### config.mk
export PLATFORM = sky130hd
export DESIGN_NAME = ps2_rx_frame_flat
export DESIGN_NICKNAME = d
export VERILOG_FILES = /design/src/rtl/ps2_rx_frame_pkg.sv /design/src/rtl/ps2_rx_frame_if.sv /design/src/rtl/ps2_rx_frame_filter.sv /design/src/rtl/ps2_rx_frame.sv /design/src/flat_wrapper.sv
export SDC_FILE = /design/constraint.sdc
export NUM_CORES = 1
export LEC_CHECK = 0
export BUFFER_PORTS_ARGS = -buffer_cell sky130_fd_sc_hd__buf_2
export CORE_UTILIZATION = 45
export DETAILED_ROUTE_END_ITERATION = 12
export PLACE_DENSITY = 0.69
export SETUP_SLACK_MARGIN = 0.05
export SLEW_MARGIN = 20
export SYNTH_ARGS = -nofsm -noshare
export SYNTH_HDL_FRONTEND = slang
export SYNTH_SLANG_ARGS = --single-unit
### constraint.sdc
create_clock -name iCLK_50 -period 2.8 [get_ports iCLK_50]
set_clock_uncertainty 0.05 [all_clocks]
set_input_delay 0.14 -clock iCLK_50 [delete_from_list [all_inputs] [get_ports iCLK_50]]
set_output_delay 0.14 -clock iCLK_50 [all_outputs]
set_load 0.02 [all_outputs]
### src/rtl/ps2_rx_frame_pkg.sv
`default_nettype none
// +--------------------------------------------------------------------------+
// | Package  : ps2_pkg                                                       |
// | Purpose  : Shared types and constants for the PS/2 receive frame block:  |
// |            FSM state encoding, scan-code prefix bytes, parameter         |
// |            defaults and the frame parity helper.                         |
// | Contents : ps2_state_e, PS2_EXT, PS2_BRK, FILT_CYC_DEFAULT,              |
// |            TOUT_CYC_DEFAULT, ps2_parity_ok()                             |
// | Revision : 1.0 - initial release                                         |
// +--------------------------------------------------------------------------+
package ps2_pkg;

  // Receiver FSM states, explicit 2-bit encoding.
  typedef enum logic [1:0] {
    ST_IDLE   = 2'd0,
    ST_DATA   = 2'd1,
    ST_PARITY = 2'd2,
    ST_STOP   = 2'd3
  } ps2_state_e;

  // Scan-code prefix bytes: extended-key and break (key release).
  localparam logic [7:0] PS2_EXT = 8'hE0;
  localparam logic [7:0] PS2_BRK = 8'hF0;

  // Defaults: 8-sample clock glitch filter, 2 ms frame timeout at 50 MHz.
  localparam int FILT_CYC_DEFAULT = 8;
  localparam int TOUT_CYC_DEFAULT = 100000;

  // PS/2 uses odd parity: the eight data bits plus the parity bit must
  // contain an odd number of ones.
  function automatic logic ps2_parity_ok(input logic [7:0] data, input logic par);
    return ^{data, par};
  endfunction

endpackage
`default_nettype wire

### src/rtl/ps2_rx_frame_if.sv
`default_nettype none
// +--------------------------------------------------------------------------+
// | Interface: ps2_rx_frame_if                                               |
// | Purpose  : Bundles the raw PS/2 lines and the decoded byte/scan-code     |
// |            outputs of the receive block.                                 |
// | Signals  : ps2_clk, ps2_dat     - raw keyboard lines (receive only)      |
// |            raw_byte, raw_valid  - every good frame, prefixes included    |
// |            code, code_valid     - non-prefix scan codes                  |
// |            extended, released   - E0 / F0 seen before code               |
// |            parity_err, frame_err- error pulses                           |
// |            busy                 - receiver is inside a frame             |
// | Modports : master - environment side (drives lines, observes results)    |
// |            slave  - receiver side (ps2_rx_frame)                         |
// | Revision : 1.0 - initial release                                         |
// +--------------------------------------------------------------------------+
interface ps2_rx_frame_if;

  logic       ps2_clk;
  logic       ps2_dat;
  logic [7:0] raw_byte;
  logic       raw_valid;
  logic [7:0] code;
  logic       code_valid;
  logic       extended;
  logic       released;
  logic       parity_err;
  logic       frame_err;
  logic       busy;

  modport master (
    output ps2_clk, ps2_dat,
    input  raw_byte, raw_valid, code, code_valid, extended, released,
    input  parity_err, frame_err, busy
  );

  modport slave (
    input  ps2_clk, ps2_dat,
    output raw_byte, raw_valid, code, code_valid, extended, released,
    output parity_err, frame_err, busy
  );

endinterface
`default_nettype wire

### src/rtl/ps2_rx_frame_filter.sv
`default_nettype none
// +--------------------------------------------------------------------------+
// | Module   : ps2_filter                                                    |
// | Purpose  : Conditions the raw keyboard clock: two-flop synchronizer,     |
// |            FILT_CYC-sample glitch filter and 1->0 edge strobe.           |
// | Ports    : iCLK_50   in  - system clock                                  |
// |            reset     in  - asynchronous, active-low                      |
// |            i_ps2_clk in  - raw PS/2 clock                                |
// |            o_fall    out - one-cycle strobe on filtered clock fall       |
// | Revision : 1.0 - initial release                                         |
// +--------------------------------------------------------------------------+
module ps2_filter
  import ps2_pkg::*;
#(
  parameter int FILT_CYC = FILT_CYC_DEFAULT
) (
  input  wire logic iCLK_50,
  input  wire logic reset,
  input  wire logic i_ps2_clk,
  output logic      o_fall
);

  localparam int                  c_cnt_w    = $clog2(FILT_CYC + 1);
  localparam logic [c_cnt_w-1:0]  c_cnt_last = c_cnt_w'(FILT_CYC - 1);

  logic               r_sync1;
  logic               r_sync2;
  logic               r_filt;
  logic               r_fall;
  logic [c_cnt_w-1:0] r_cnt;

  // r_cnt counts consecutive synchronized samples that disagree with the
  // filtered level; any agreeing sample restarts it, so pulses shorter than
  // FILT_CYC cycles never reach the filtered output.
  always_ff @(posedge iCLK_50 or negedge reset) begin
    if (!reset) begin
      r_sync1 <= 1'b1;
      r_sync2 <= 1'b1;
      r_filt  <= 1'b1;
      r_cnt   <= '0;
      r_fall  <= 1'b0;
    end else begin
      r_sync1 <= i_ps2_clk;
      r_sync2 <= r_sync1;
      r_fall  <= 1'b0;
      if (r_sync2 == r_filt) begin
        r_cnt <= '0;
      end else if (r_cnt == c_cnt_last) begin
        r_filt <= r_sync2;
        r_cnt  <= '0;
        // Filter flips to the opposite level: a fall if it was high.
        r_fall <= r_filt;
      end else begin
        r_cnt <= r_cnt + 1'b1;
      end
    end
  end

  assign o_fall = r_fall;

endmodule
`default_nettype wire

### src/rtl/ps2_rx_frame.sv
`default_nettype none
// +--------------------------------------------------------------------------+
// | Module   : ps2_rx_frame                                                  |
// | Purpose  : PS/2 keyboard receiver. Deframes 11-bit frames (start, 8 data |
// |            LSB first, odd parity, stop), reports every good byte, and    |
// |            folds E0/F0 prefixes into extended/released flags on the      |
// |            following scan code. Receive only; never drives the lines.    |
// | Ports    : iCLK_50 in - system clock, all state on rising edge           |
// |            reset   in - asynchronous, active-low                         |
// |            bus     slave modport of ps2_rx_frame_if (lines + results)    |
// | Params   : FILT_CYC - samples to accept a ps2_clk level change           |
// |            TOUT_CYC - idle cycles inside a frame before abort            |
// | Revision : 1.0 - initial release                                         |
// +--------------------------------------------------------------------------+
module ps2_rx_frame
  import ps2_pkg::*;
#(
  parameter int FILT_CYC = FILT_CYC_DEFAULT,
  parameter int TOUT_CYC = TOUT_CYC_DEFAULT
) (
  input  wire logic     iCLK_50,
  input  wire logic     reset,
  ps2_rx_frame_if.slave bus
);

  localparam int                  c_tout_w   = $clog2(TOUT_CYC + 1);
  localparam logic [c_tout_w-1:0] c_tout_lim = c_tout_w'(TOUT_CYC);

  logic                w_fall;
  logic                r_dat_s1;
  logic                r_dat_s2;

  ps2_state_e          r_state;
  logic [2:0]          r_bit_cnt;
  logic [7:0]          r_shift;
  logic                r_par;
  logic [c_tout_w-1:0] r_tout_cnt;
  logic                r_ext;
  logic                r_rel;

  logic [7:0]          r_raw_byte;
  logic                r_raw_valid;
  logic [7:0]          r_code;
  logic                r_code_valid;
  logic                r_extended;
  logic                r_released;
  logic                r_parity_err;
  logic                r_frame_err;

  ps2_filter #(
    .FILT_CYC (FILT_CYC)
  ) u_filter (
    .iCLK_50   (iCLK_50),
    .reset     (reset),
    .i_ps2_clk (bus.ps2_clk),
    .o_fall    (w_fall)
  );

  // Data line only needs metastability protection: it is sampled on the
  // fall strobe, which lags the real clock edge by the filter latency while
  // the keyboard holds data stable through the low phase.
  always_ff @(posedge iCLK_50 or negedge reset) begin
    if (!reset) begin
      r_dat_s1 <= 1'b1;
      r_dat_s2 <= 1'b1;
    end else begin
      r_dat_s1 <= bus.ps2_dat;
      r_dat_s2 <= r_dat_s1;
    end
  end

  always_ff @(posedge iCLK_50 or negedge reset) begin
    if (!reset) begin
      r_state      <= ST_IDLE;
      r_bit_cnt    <= '0;
      r_shift      <= '0;
      r_par        <= 1'b0;
      r_tout_cnt   <= '0;
      r_ext        <= 1'b0;
      r_rel        <= 1'b0;
      r_raw_byte   <= '0;
      r_raw_valid  <= 1'b0;
      r_code       <= '0;
      r_code_valid <= 1'b0;
      r_extended   <= 1'b0;
      r_released   <= 1'b0;
      r_parity_err <= 1'b0;
      r_frame_err  <= 1'b0;
    end else begin
      r_raw_valid  <= 1'b0;
      r_code_valid <= 1'b0;
      r_parity_err <= 1'b0;
      r_frame_err  <= 1'b0;

      // Inactivity counter: only runs inside a frame, restarts on each fall.
      if (r_state == ST_IDLE || w_fall) begin
        r_tout_cnt <= '0;
      end else begin
        r_tout_cnt <= r_tout_cnt + 1'b1;
      end

      case (r_state)
        ST_IDLE: begin
          // A fall with data high is line noise or a stray edge, not a start.
          if (w_fall && !r_dat_s2) begin
            r_state   <= ST_DATA;
            r_bit_cnt <= '0;
          end
        end

        ST_DATA: begin
          if (w_fall) begin
            r_shift   <= {r_dat_s2, r_shift[7:1]};
            r_bit_cnt <= r_bit_cnt + 3'd1;
            if (r_bit_cnt == 3'd7) begin
              r_state <= ST_PARITY;
            end
          end
        end

        ST_PARITY: begin
          if (w_fall) begin
            r_par   <= r_dat_s2;
            r_state <= ST_STOP;
          end
        end

        ST_STOP: begin
          if (w_fall) begin
            r_state <= ST_IDLE;
            // Parity is reported in preference to a bad stop bit.
            if (!ps2_parity_ok(r_shift, r_par)) begin
              r_parity_err <= 1'b1;
              r_ext        <= 1'b0;
              r_rel        <= 1'b0;
            end else if (!r_dat_s2) begin
              r_frame_err <= 1'b1;
              r_ext       <= 1'b0;
              r_rel       <= 1'b0;
            end else begin
              r_raw_byte  <= r_shift;
              r_raw_valid <= 1'b1;
              if (r_shift == PS2_EXT) begin
                r_ext <= 1'b1;
              end else if (r_shift == PS2_BRK) begin
                r_rel <= 1'b1;
              end else begin
                r_code       <= r_shift;
                r_code_valid <= 1'b1;
                r_extended   <= r_ext;
                r_released   <= r_rel;
                r_ext        <= 1'b0;
                r_rel        <= 1'b0;
              end
            end
          end
        end

        default: begin
          r_state <= ST_IDLE;
        end
      endcase

      // Stalled frame: abandon it. Placed last so it overrides the case.
      if (r_state != ST_IDLE && r_tout_cnt == c_tout_lim) begin
        r_state     <= ST_IDLE;
        r_tout_cnt  <= '0;
        r_frame_err <= 1'b1;
        r_ext       <= 1'b0;
        r_rel       <= 1'b0;
      end
    end
  end

  assign bus.raw_byte   = r_raw_byte;
  assign bus.raw_valid  = r_raw_valid;
  assign bus.code       = r_code;
  assign bus.code_valid = r_code_valid;
  assign bus.extended   = r_extended;
  assign bus.released   = r_released;
  assign bus.parity_err = r_parity_err;
  assign bus.frame_err  = r_frame_err;
  assign bus.busy       = (r_state != ST_IDLE);

endmodule
`default_nettype wire

### src/flat_wrapper.sv
// flat-port wrapper written by rule: the top's interface ports become plain ports
module ps2_rx_frame_flat import ps2_pkg::*;
#(
  parameter int FILT_CYC = FILT_CYC_DEFAULT,
  parameter int TOUT_CYC = TOUT_CYC_DEFAULT
)
  (iCLK_50, reset, bus_ps2_clk, bus_ps2_dat, bus_raw_byte, bus_raw_valid, bus_code, bus_code_valid, bus_extended, bus_released, bus_parity_err, bus_frame_err, bus_busy);
  ps2_rx_frame_if bus_i ();
  input  wire logic iCLK_50;
  input  wire logic reset;
  input wire logic [$bits(bus_i.ps2_clk)-1:0] bus_ps2_clk;
  input wire logic [$bits(bus_i.ps2_dat)-1:0] bus_ps2_dat;
  output wire logic [$bits(bus_i.raw_byte)-1:0] bus_raw_byte;
  output wire logic [$bits(bus_i.raw_valid)-1:0] bus_raw_valid;
  output wire logic [$bits(bus_i.code)-1:0] bus_code;
  output wire logic [$bits(bus_i.code_valid)-1:0] bus_code_valid;
  output wire logic [$bits(bus_i.extended)-1:0] bus_extended;
  output wire logic [$bits(bus_i.released)-1:0] bus_released;
  output wire logic [$bits(bus_i.parity_err)-1:0] bus_parity_err;
  output wire logic [$bits(bus_i.frame_err)-1:0] bus_frame_err;
  output wire logic [$bits(bus_i.busy)-1:0] bus_busy;
  assign bus_i.ps2_clk = bus_ps2_clk;
  assign bus_i.ps2_dat = bus_ps2_dat;
  assign bus_raw_byte = bus_i.raw_byte;
  assign bus_raw_valid = bus_i.raw_valid;
  assign bus_code = bus_i.code;
  assign bus_code_valid = bus_i.code_valid;
  assign bus_extended = bus_i.extended;
  assign bus_released = bus_i.released;
  assign bus_parity_err = bus_i.parity_err;
  assign bus_frame_err = bus_i.frame_err;
  assign bus_busy = bus_i.busy;
  ps2_rx_frame #(.FILT_CYC(FILT_CYC), .TOUT_CYC(TOUT_CYC)) u_core (.iCLK_50(iCLK_50), .reset(reset), .bus(bus_i));
endmodule
### Word level (Yosys, flattened, before mapping)

Index checks and enable logic that the tools add are counted.

* flip-flop bits (word level): 65
* output and inout port bits: 23
* bits of input ports: 4

* reductions and logical operators: 19
* add/sub/neg operators: 3
* eq/ne operators: 18
* mux-type cells: 48
* bitwise gates (word level): 3

Operators by type and width (count)
* 2-to-1 mux 1 bit: 34
* 2-to-1 mux 17 bit: 2
* adder 17 x 1 -> 17 bit (second input constant): 1
* equality test 17 bit (second input constant): 1
* equality test 8 bit (second input constant): 2
* 2-to-1 mux 2 bit: 6
* inequality test 3 x 2 -> 1 bit (second input constant): 3
* AND reduction 3 bit: 3
* parity 9 bit: 1
* 2-to-1 mux 4 bit: 2
* one-hot mux 2 bit (4 select lines): 1
* nonzero test 2 bit: 4
* 2-to-1 mux 3 bit: 2
* one-hot mux 3 bit (2 select lines): 1
* AND reduction 2 bit: 3
* AND reduction 6 bit: 1
* inequality test 5 bit (second input constant): 1
* AND reduction 5 bit: 1
* adder 4 x 1 -> 4 bit (second input constant): 1
* equality test 2 bit (second input constant): 2
* equality test 4 x 3 -> 1 bit (second input constant): 1
* inequality test 2 bit (second input constant): 2
* inequality test 4 bit (second input constant): 1
* AND reduction 4 bit: 1
* other kinds (11): 14

### Logic depth before layout (Yosys ltp)

Gate-level depths: netlist of the first run.

* depth after elaboration: 8
* mapped depth: 7

### Modules after synthesis

Synthesis of the first run repeated with hierarchy kept, for this count alone.

* cell total of the unflattened synthesis: 243
* area total of the unflattened synthesis: 2919.0 um^2

By module, submodules not included
* ps2_rx_frame: instances 1, cells an instance 222, area an instance 2607.5 um^2
* ps2_filter: instances 1, cells an instance 21, area an instance 311.5 um^2

### Worst setup path before layout of the first run

OpenSTA, ideal clock, no wires.

* path kind: register to register
* from: register u_core.r_shift[0]
* to: register u_core.r_raw_byte[4], in the netlist u_core.bus.raw_byte[4]
* arrival time: 1.918 ns
* stages on the path, launching flop included: 6
* clock period less this slack: 2.093 ns
* library setup time: 0.125 ns
* buffers on the path: 1
* required time: 2.625 ns
* slack: 0.707 ns
* cell sequence: dfrtp_1 > xnor3_1 > or3_1 > mux2_4 > buf_6 > mux2_4

* word-level cells in the longest chain between the ends: 2

Ends and longest elaborated chain
* from (decl): line ps2_rx_frame.sv:35 `logic [7:0] r_shift;`
* from (signal assigned): line ps2_rx_frame.sv:113 `r_shift <= {r_dat_s2, r_shift[7:1]};`
* parity 9 bit: line ps2_rx_frame_pkg.sv:32 `return ^{data, par};`
* AND reduction 4 bit (no source line)
* to (signal assigned): line ps2_rx_frame.sv:141 `r_raw_byte <= r_shift;`
* to (decl): line ps2_rx_frame.sv:41 `logic [7:0] r_raw_byte;`

No other way between the ends.
A chain may end at the register's enable or synchronous reset.

### Worst setup path in the final report of the first run

Same ends and word-level chain as after synthesis.

==> results of run 1 <==
==> logic make-up (layout without fill, tap and decap cells) <==
group | after synthesis | count (layout) | share of synthesized area (%)
compound gates | 34 | 34 | 7.58
xor+xnor | 20 | 20 | 6.89
fa+ha+maj | 9 | 9 | 3.83
buf+inv | 22 | 64 | 3.11
flops | 65 | 65 | 55.5
mux | 22 | 22 | 9.02
simple gates | 80 | 80 | 14.0
==> registers in the layout, summed over array words and instances (netlist names), 2 cells and up <==
register               flops
u_core.r_shift             8
u_core.bus.code            8
u_core.bus.raw_byte        8
u_core.r_state             2
u_core.r_tout_cnt         17
u_core.u_filter.r_cnt      4
u_core.r_bit_cnt           3
==> timing repair <==
item	CTS	global route
hold endpoints to repair	21	0
gates resized for setup	0	0
hold buffers	3	0
==> metal layers <==
layer	wire, µm	vias to the layer above
li1	-	955
met1	2510	934
met2	2390	39
met3	173	12
met4	107	0
met5	0	-
==> synth_stat cells (2+ instances only) <==
library cell	count
sky130_fd_sc_hd__dfstp_2	5
sky130_fd_sc_hd__nor3_1	3
sky130_fd_sc_hd__nor4b_1	3
sky130_fd_sc_hd__inv_1	16
sky130_fd_sc_hd__ha_1	9
sky130_fd_sc_hd__mux2_4	5
sky130_fd_sc_hd__nor4_1	3
sky130_fd_sc_hd__nor2_1	23
sky130_fd_sc_hd__a211oi_1	2
sky130_fd_sc_hd__xnor3_1	2
sky130_fd_sc_hd__nand4_1	3
sky130_fd_sc_hd__a21oi_1	8
sky130_fd_sc_hd__o22ai_1	5
sky130_fd_sc_hd__nand3_1	6
sky130_fd_sc_hd__o211ai_1	4
sky130_fd_sc_hd__mux2_2	16
sky130_fd_sc_hd__xor2_1	4
sky130_fd_sc_hd__or3_1	5
sky130_fd_sc_hd__a22o_1	2
sky130_fd_sc_hd__nand2_1	18
sky130_fd_sc_hd__o2111ai_1	2
sky130_fd_sc_hd__clkbuf_1	4
sky130_fd_sc_hd__xnor2_1	14
sky130_fd_sc_hd__nor3b_1	2
sky130_fd_sc_hd__o21ai_0	6
sky130_fd_sc_hd__and2_1	2
sky130_fd_sc_hd__nand2b_1	2
sky130_fd_sc_hd__dfrtp_1	60
==> critical path, stage by stage, from the launching register on <==
cell,delay (ns)
sky130_fd_sc_hd__dfrtp_1,0.41
sky130_fd_sc_hd__xnor3_1,0.48
sky130_fd_sc_hd__or3_1,0.39
sky130_fd_sc_hd__mux2_4,0.38
sky130_fd_sc_hd__mux2_4,0.32
==> how the worst max path moves through the flow <==
stage                                          to  cells past startpoint
6_report       u_core.bus.raw_byte[4]$_DFFE_PN0P_                      4
5_1_grt            u_core.r_tout_cnt[4]$_DFF_PN0_                      6
4_1_cts        u_core.bus.raw_byte[7]$_DFFE_PN0P_                      4
3_5_place_dp      u_core.bus.released$_DFFE_PN0P_                      5
3_3_place_gp   u_core.bus.raw_byte[5]$_DFFE_PN0P_                      4
2_1_floorplan  u_core.bus.raw_byte[4]$_DFFE_PN0P_                      5
==> power by group through the flow <==
stage	clock network, µW	registers, µW	logic (µW)
6_report	899	1080	412
5_1_grt	956	1090	480
4_1_cts	918	1080	418
3_5_place_dp	0	1090	412
3_3_place_gp	0	1090	401
2_1_floorplan	0	1080	316
==> per-stage QoR <==
step	hold slack, ns	cell area [µm²]
floorplan	-0.206	2940
global placement	0.0588	3160
detailed placement	0.0590	3160
CTS	0.217	3420
global route	0.241	3420
finish	0.216	3420
==> final cells by class <==
cell class | count | area share, %
Sequential cell | 65 | 47.8
Multi-Input combinational cell | 165 | 35.6
Timing Repair Buffer | 32 | 5.35
Clock buffer | 10 | 4.03
Tap cell | 77 | 2.82
Clock inverter | 6 | 2.67
Inverter | 16 | 1.76
==> parameters.txt, run 1 <==
Parameter                              Value

Critical path
  Startpoint of the worst register-to-register path    u_core.r_shift[0]$_DFFE_PN0P_
  Cells on worst reg2reg path    4
  CP Data Required Time    2.98 ns
  Worst Setup Path Type    flop to flop
  Critical path startpoint    u_core.r_shift[0]$_DFFE_PN0P_
  Startpoint type of the worst setup path    flop
  Crit. End Element    flop
  Critical Path Fanout Max    14
  Worst reg2reg endpoint    u_core.bus.raw_byte[4]$_DFFE_PN0P_
  Reg2Reg Setup Slack    0.66 ns
  Arrival time of data at the critical path endpoint    2.32 ns

GRT
  Antenna violations before repair    0
  Gr busiest metal    met2
  Routing usage on met2    25.0%
  Wire length of the first global-routing pass    8.98 mm
  Overall overflow remaining after global route    0
  Via count of the first global-routing pass    1895
  Met3 routing resource usage after global routing    3.38%
  Aggregate global-route resource usage    16.4%
  Maximum number of pins on one net before global-route repair    27
  GR Layer Usage met1    22.2%

Synthesis
  Fraction of post-synthesis cell area in the top cell type by area    51.1%
  Proportion of synthesized chip area in sequential cells    55.5%
  Number of enable flip-flop cells after synthesis    0
  Flops & latches, synth    65
  Synth warnings    0
  Number of cells produced by synthesis    252
  Synth Cell Area    0.00294 mm²
  Number of distinct library cells after synthesis    46
  Avg Synthesized Cell Area    11.7 µm²
  Async S/R FF share, synth    100%
  Leading post-synthesis cells by cell area    sky130_fd_sc_hd__dfrtp_1 (51%), sky130_fd_sc_hd__mux2_2 (6.1%), sky130_fd_sc_hd__dfstp_2 (4.5%)
  Top FF cell, synth    sky130_fd_sc_hd__dfrtp_1
  Post-Synthesis Net Count    265
  Largest area contributor in the synthesized netlist    sky130_fd_sc_hd__dfrtp_1

Placement
  GPL Wtd Cong    0.812
  Placed cell count    352
  Port Buf Inserts    26
  DP Wirelength    3.64 mm
  Worst slack at placement    0.674 ns

Power and ir drop
  Power density cells    699 mW/mm²
  Highest ir drop seen on vdd    358 µV
  P_sw    688 µW
  Overall power after layout    2390 µW
  Static Leak    0.00165 µW
  Switching part of the total    28.8%
  Clock network power share    37.6%
  Int Power    1700 µW
  Proportion of power drawn by combinational gates    17.2%
  Power share of the sequential group    45.2%

Routing
  Detailed Routing Iterations Pass 1    4
  Via count normalized by instance count    5.23
  Routed via count    1940
  Detail-routed net length per standard cell    14.0 µm
  Wire length reported by the detailed router    5.18 mm
  Iter 0 DRT Violations    121
  Routed Antenna Nets    0
  Count of unresolved DRC violations after routing    0

Timing
  Clock period minus final worst setup slack    2.14 ns
  Number of hold-slack violations in the final timing report    0
  Max Freq    468 MHz
  Final worst-path setup slack    0.665 ns
  Accumulated negative setup slack    0 ns
  Final-report setup violation count    0
  Transition at the pin with the smallest max-transition slack    0.531 ns
  Final worst path period share    76.3%
  Final slew viol count    0
  Headroom to the max-slew limit    64.5%
  RSZ-0062 raised after global routing    no

Clock tree
  Clock tree root buffer cell    sky130_fd_sc_hd__clkbuf_8
  Clock tree from TritonCTS    done
  Source-to-sink clock delay at the later pin of the worst-skew pair    0.34 ns
  Number of setup buffers added after CTS    0
  Register clock-pin slew on the reported worst setup and hold paths    0.07 ns
  CTS H-tree lvls    3
  Max Buffers Root-to-Sink    2
  Number of buffers inserted during clock tree synthesis    9
  Clock tree sinks    65

Outcome
  Result of the run    completed

Floorplan
  Area of the die    0.00686 mm²
  Initial cell density of the core    46.6%
  Chip height    82.8 µm
  X dimension of the die    82.8 µm
  Core Region    0.00631 mm²
  Cell Rows    29
  IO Count    27

Layout
  Post-layout net count    302
  Final Util    54.1%
  Signed area change from the synthesized netlist to the final layout    16.2%
  Total area of multi-input combinational cells    0.00122 mm²
  Count of non-filler cells in the finished layout    371
  Area occupied by registers    0.00163 mm²
  Commonest non-fill, non-tap cell in the layout    sky130_fd_sc_hd__dfrtp_1
  Antenna diodes    0
  Final-layout fill cell count    556
  Leading cell types in the layout, fill and taps excluded    sky130_fd_sc_hd__dfrtp_1 (60), sky130_fd_sc_hd__buf_2 (26), sky130_fd_sc_hd__nor2_1 (23)
  Share of cells above drive strength 1    24.5%

Flow run
  MaxCap Viol Count    0

Min path
  Hold WC Path Type    input port to async pin
Note: power is estimated with default switching activity, not from simulation.
==> inputs of run 2 (changes only) <==
clock period = 2.2 ns   (was 2.8 ns; I/O delays follow)
==> run 2 against run 1 <==
Against the previous run:
- fmax rose by 3.8%
- sequential share of layout area fell by 0.36 points
- wire length rose by 0.64%
- largest cell class unchanged
==> parameters.txt, run 2 (synthesis results as in run 1) <==
Parameter                              Value

Min path
  Hold WC Path Type    input port to async pin

Routing
  Detail-routed net length per standard cell    13.9 µm
  Detailed Routing Iterations Pass 1    4
  Iter 0 DRT Violations    123
  Wire length reported by the detailed router    5.21 mm
  Routed Antenna Nets    0
  Count of unresolved DRC violations after routing    0
  Routed via count    1970
  Via count normalized by instance count    5.24

Floorplan
  Area of the die    0.00686 mm²
  Core Region    0.00631 mm²
  Initial cell density of the core    46.6%
  IO Count    27
  X dimension of the die    82.8 µm
  Cell Rows    29
  Chip height    82.8 µm

Critical path
  Startpoint type of the worst setup path    flop
  Arrival time of data at the critical path endpoint    2.22 ns
  Critical Path Fanout Max    14
  Worst Setup Path Type    flop to flop
  Startpoint of the worst register-to-register path    u_core.r_shift[0]$_DFFE_PN0P_
  CP Data Required Time    2.37 ns
  Critical path startpoint    u_core.r_shift[0]$_DFFE_PN0P_
  Crit. End Element    flop

Layout
  Final Cell Area    0.00344 mm²
  Final-layout fill cell count    544
  Leading cell types in the layout, fill and taps excluded    sky130_fd_sc_hd__dfrtp_1 (60), sky130_fd_sc_hd__buf_2 (26), sky130_fd_sc_hd__nor2_1 (23)
  Signed area change from the synthesized netlist to the final layout    17.1%
  Flip-flop count of the largest register after layout    17
  Antenna diodes    0
  Post-layout net count    307
  Final Util    54.5%
  Share of cells above drive strength 1    25.8%
  Commonest non-fill, non-tap cell in the layout    sky130_fd_sc_hd__dfrtp_1
  Biggest register    u_core.r_tout_cnt
  Count of non-filler cells in the finished layout    376

Clock tree
  Clock tree from TritonCTS    done
  Clock tree sinks    65
  Max Buffers Root-to-Sink    2
  Source-to-sink clock delay at the later pin of the worst-skew pair    0.33 ns
  CTS H-tree lvls    3
  Resized cells post-CTS    0
  Register clock-pin slew on the reported worst setup and hold paths    0.08 ns
  Number of buffers inserted during clock tree synthesis    9
  Clock tree root buffer cell    sky130_fd_sc_hd__clkbuf_8

GRT
  Wire length of the first global-routing pass    9.05 mm
  Overall overflow remaining after global route    0
  Antenna violations before repair    0
  Maximum number of pins on one net before global-route repair    66
  Aggregate global-route resource usage    16.7%
  Via count of the first global-routing pass    1956

Timing
  Max Freq    486 MHz
  RSZ-0062 raised after global routing    no
  Clock period minus final worst setup slack    2.06 ns
  Final-report setup violation count    0
  Number of hold-slack violations in the final timing report    0
  Accumulated negative setup slack    0 ns
  Headroom to the max-slew limit    69.2%
  Final slew viol count    0
  Transition at the pin with the smallest max-transition slack    0.462 ns
  Final worst path period share    93.5%

Placement
  GPL Wtd Cong    0.800
  Placed cell count    357
  Port Buf Inserts    26
  DP Wirelength    3.63 mm
  Cell area reported after detailed placement    0.00321 mm²

Flow run
  MaxCap Viol Count    0

Power and ir drop
  Power density cells    854 mW/mm²
  Static Leak    0.00166 µW
  Highest ir drop seen on vdd    655 µV

Outcome
  Result of the run    completed
==> run 2: cell types whose count changed in the layout (fill, tap and decap cells not counted), sizes merged <==
cell,delta
clkinvlp,+2
buf,+5
clkinv,-1
bufinv,-1
==> run 2: layout make-up <==
class | count | area (µm²) | share of cell area [%]
multi-input cells | 165 | 1220 | 35.3
well taps | 77 | 96.3 | 2.80
inverters | 16 | 60.1 | 1.74
clock buffers | 10 | 138 | 4.00
flip-flops and latches | 65 | 1630 | 47.4
repair buffers | 37 | 233 | 6.76
clock inverters | 6 | 67.6 | 1.96
==> run 2: what timing repair did <==
item	in CTS	in global routing
endpoints found under the hold margin	62	0
hold buffers	3	0
setup endpoints to repair	0	0
setup buffers	0	0
==> run 2: worst paths after layout <==
| kind | endpoint | slack, ns | cells past startpoint |
|---|---|---|---|
| setup / recovery | u_core.bus.raw_byte[4]$_DFFE_PN0P_ | 0.14 | 4 |
| hold / removal | u_core.bus.code[0]$_DFFE_PN0P_ | 0.27 | 3 |
| setup reg to reg | u_core.bus.raw_byte[4]$_DFFE_PN0P_ | 0.14 | 4 |
| hold reg to reg | u_core.u_filter.r_sync2$_DFF_PN1_ | 0.30 | 0 |
| max in group asynchronous | u_core.r_dat_s1$_DFF_PN1_ | 1.51 | 3 |
| min in group iCLK_50 | u_core.u_filter.r_sync2$_DFF_PN1_ | 0.30 | 0 |
==> run 2: per-stage QoR <==
stage / hold slack, ns / worst slack [ns] / total power [µW]
after floorplan: -0.236 / 0.107 / 1780
after global placement: 0.101 / 0.193 / 1930
after detailed placement: 0.103 / 0.172 / 1960
after CTS: 0.274 / 0.137 / 2980
after global routing: 0.306 / 0.0518 / 3100
final: 0.269 / 0.142 / 2940
==> run 2: worst max-delay path: stages, from the launching register on <==
cell and delay [ns]:
sky130_fd_sc_hd__dfrtp_1 0.41, sky130_fd_sc_hd__xnor3_1 0.42, sky130_fd_sc_hd__or3_1 0.37, sky130_fd_sc_hd__mux2_4 0.38
sky130_fd_sc_hd__mux2_4 0.32
==> run 2: power by group <==
group          internal, µW  leakage, µW  switching, µW
registers              1290     0.000880           83.1
logic                   221     0.000678            333
clock network           555    0.0000985            457
total                  2070      0.00166            873
==> run 2: per-layer routing <==
layer | routed length [µm] | share of wire (%) | global-route usage (%) | vias to the layer above
met5 | 0 | 0 | 0 | -
met4 | 71 | 1.4 | 8.15 | 0
met3 | 151 | 2.9 | 4.47 | 5
met2 | 2490 | 48 | 25.4 | 32
met1 | 2500 | 48 | 22.2 | 962
li1 | - | - | - | 971
==> inputs of run 3 (changes only) <==
PLACE_DENSITY = default   (was 0.69)
==> run 3 against run 2 <==
Against the previous run:
- worst setup slack hardly changed
- critical path depth unchanged
- non-clock buffer count increased by 1
- register-to-register slack is essentially flat
- clock power increased by 11%
- critical endpoint is now u_core.bus.raw_byte[7]$_DFFE_PN0P_
- largest power group unchanged
==> parameters.txt, run 3 (synthesis results as in run 1) <==
Parameter                              Value

Layout
  Biggest register    u_core.r_tout_cnt
  Final Util    54.9%
  Final-layout fill cell count    578
  Count of non-filler cells in the finished layout    377
  Final Cell Area    0.00346 mm²
  Total area of multi-input combinational cells    0.00122 mm²
  Share of cells above drive strength 1    26.0%
  Leading cell types in the layout, fill and taps excluded    sky130_fd_sc_hd__dfrtp_1 (60), sky130_fd_sc_hd__buf_2 (26), sky130_fd_sc_hd__nor2_1 (23)
  Post-layout net count    308
  Commonest non-fill, non-tap cell in the layout    sky130_fd_sc_hd__dfrtp_1
  Flip-flop count of the largest register after layout    17
  Signed area change from the synthesized netlist to the final layout    17.8%
  Antenna diodes    0
  Area occupied by registers    0.00163 mm²

Timing
  Max Freq    486 MHz
  Headroom to the max-slew limit    67.8%
  Accumulated negative setup slack    0 ns
  Transition at the pin with the smallest max-transition slack    0.482 ns
  RSZ-0062 raised after global routing    no
  Final slew viol count    0
  Final-report setup violation count    0
  Number of hold-slack violations in the final timing report    0
  Clock period minus final worst setup slack    2.06 ns
  Final worst-path setup slack    0.142 ns
  Final worst path period share    93.5%

GRT
  Routing usage on met2    26.7%
  Maximum number of pins on one net before global-route repair    30
  Overall overflow remaining after global route    0
  Via count of the first global-routing pass    2007
  Gr busiest metal    met2
  Aggregate global-route resource usage    17.7%
  Met3 routing resource usage after global routing    3.58%
  GR Layer Usage met1    23.7%
  Wire length of the first global-routing pass    9.54 mm
  Antenna violations before repair    0

Power and ir drop
  Int Power    2150 µW
  P_sw    885 µW
  Switching part of the total    29.2%
  Proportion of power drawn by combinational gates    17.9%
  Highest ir drop seen on vdd    543 µV
  Power share of the sequential group    45.3%
  Clock network power share    36.8%
  Static Leak    0.00167 µW
  Power density cells    875 mW/mm²

Placement
  Port Buf Inserts    26
  Cell area reported after detailed placement    0.00322 mm²
  Placed cell count    358
  DP Wirelength    3.79 mm
  Worst slack at placement    0.143 ns
  GPL Wtd Cong    0.813

Floorplan
  Area of the die    0.00686 mm²
  Chip height    82.8 µm
  Core Region    0.00631 mm²
  IO Count    27
  X dimension of the die    82.8 µm
  Cell Rows    29
  Initial cell density of the core    46.6%

Critical path
  Startpoint of the worst register-to-register path    u_core.r_shift[0]$_DFFE_PN0P_
  CP Data Required Time    2.38 ns
  Startpoint type of the worst setup path    flop
  Reg2Reg Setup Slack    0.14 ns
  Worst reg2reg endpoint    u_core.bus.raw_byte[7]$_DFFE_PN0P_
  Worst Setup Path Type    flop to flop
  Critical Path Fanout Max    14
  Cells on worst reg2reg path    4
  Arrival time of data at the critical path endpoint    2.24 ns
  Crit. End Element    flop

Clock tree
  Clock tree sinks    65
  Max Buffers Root-to-Sink    2
  Number of buffers inserted during clock tree synthesis    9
  Register clock-pin slew on the reported worst setup and hold paths    0.07 ns
  Clock tree from TritonCTS    done
  Resized cells post-CTS    0
  Clock tree root buffer cell    sky130_fd_sc_hd__clkbuf_8
  CTS H-tree lvls    3
  Source-to-sink clock delay at the later pin of the worst-skew pair    0.35 ns

Min path
  Hold WC Path Type    input port to async pin

Routing
  Routed via count    1958
  Wire length reported by the detailed router    5.33 mm
  Detailed Routing Iterations Pass 1    4
  Routed Antenna Nets    0
  Count of unresolved DRC violations after routing    0
  Via count normalized by instance count    5.19
  Detail-routed net length per standard cell    14.1 µm
  Iter 0 DRT Violations    84

Flow run
  MaxCap Viol Count    0

Outcome
  Result of the run    completed
-- run 3: changes by cell type in the layout (fill, tap and decap cells not counted), sizes merged --
cell / change
buf: +1
bufinv: +1
clkbuf: -1
clkinv: -1
inv: +1
-- run 3: final cells by class --
type / instances / share of cell area (%)
clock buffer: 9 / 3.58
multi-input combinational: 165 / 35.1
tap: 77 / 2.78
timing repair buffer: 38 / 6.94
sequential: 65 / 47.1
inverter: 16 / 1.73
clock inverter: 7 / 2.71
-- run 3: metrics by stage --
stage | total power [µW] | hold WS [ns]
CTS | 3080 | 0.180
floorplan | 1780 | -0.236
global route | 3220 | 0.234
finish | 3030 | 0.177
global placement | 1930 | 0.0161
detailed placement | 1940 | 0.0189
-- run 3: what timing repair did --
action,in CTS,in global routing
endpoints found under the hold margin,44,0
buffers inserted,0,0
hold buffers,3,0
setup endpoints to repair,0,0
-- run 3: metal layers --
layer	routed length, µm	vias up
met2	2450	29
met5	0	-
li1	-	971
met3	154	10
met4	122	0
met1	2610	948
-- run 3: worst max-delay path, cell delays in order, from the launching register on --
cell	delay, ns
sky130_fd_sc_hd__dfrtp_1	0.41
sky130_fd_sc_hd__xnor3_1	0.42
sky130_fd_sc_hd__or3_1	0.37
sky130_fd_sc_hd__mux2_4	0.38
sky130_fd_sc_hd__mux2_4	0.32
-- run 3: how the worst max path moves through the flow --
stage	from	to	slack, ns	depth (start not counted)
CTS	u_core.r_shift[0]$_DFFE_PN0P_	u_core.bus.raw_byte[5]$_DFFE_PN0P_	0.13	4
detailed placement	u_core.r_shift[0]$_DFFE_PN0P_	u_core.bus.raw_byte[5]$_DFFE_PN0P_	0.14	4
global route	u_core.r_shift[0]$_DFFE_PN0P_	u_core.bus.raw_byte[5]$_DFFE_PN0P_	0.05	4
finish	u_core.r_shift[0]$_DFFE_PN0P_	u_core.bus.raw_byte[7]$_DFFE_PN0P_	0.14	4
global placement	u_core.r_shift[0]$_DFFE_PN0P_	u_core.bus.extended$_DFFE_PN0P_	0.19	5
floorplan	u_core.r_shift[0]$_DFFE_PN0P_	u_core.bus.raw_byte[4]$_DFFE_PN0P_	0.11	5
-- run 3: power groups by stage --
stage          clock, µW  combinational [µW]  sequential [µW]
2_1_floorplan          0                 403             1380
3_3_place_gp           0                 538             1390
3_5_place_dp           0                 548             1390
4_1_cts             1150                 555             1370
5_1_grt             1190                 632             1390
6_report            1120                 543             1370
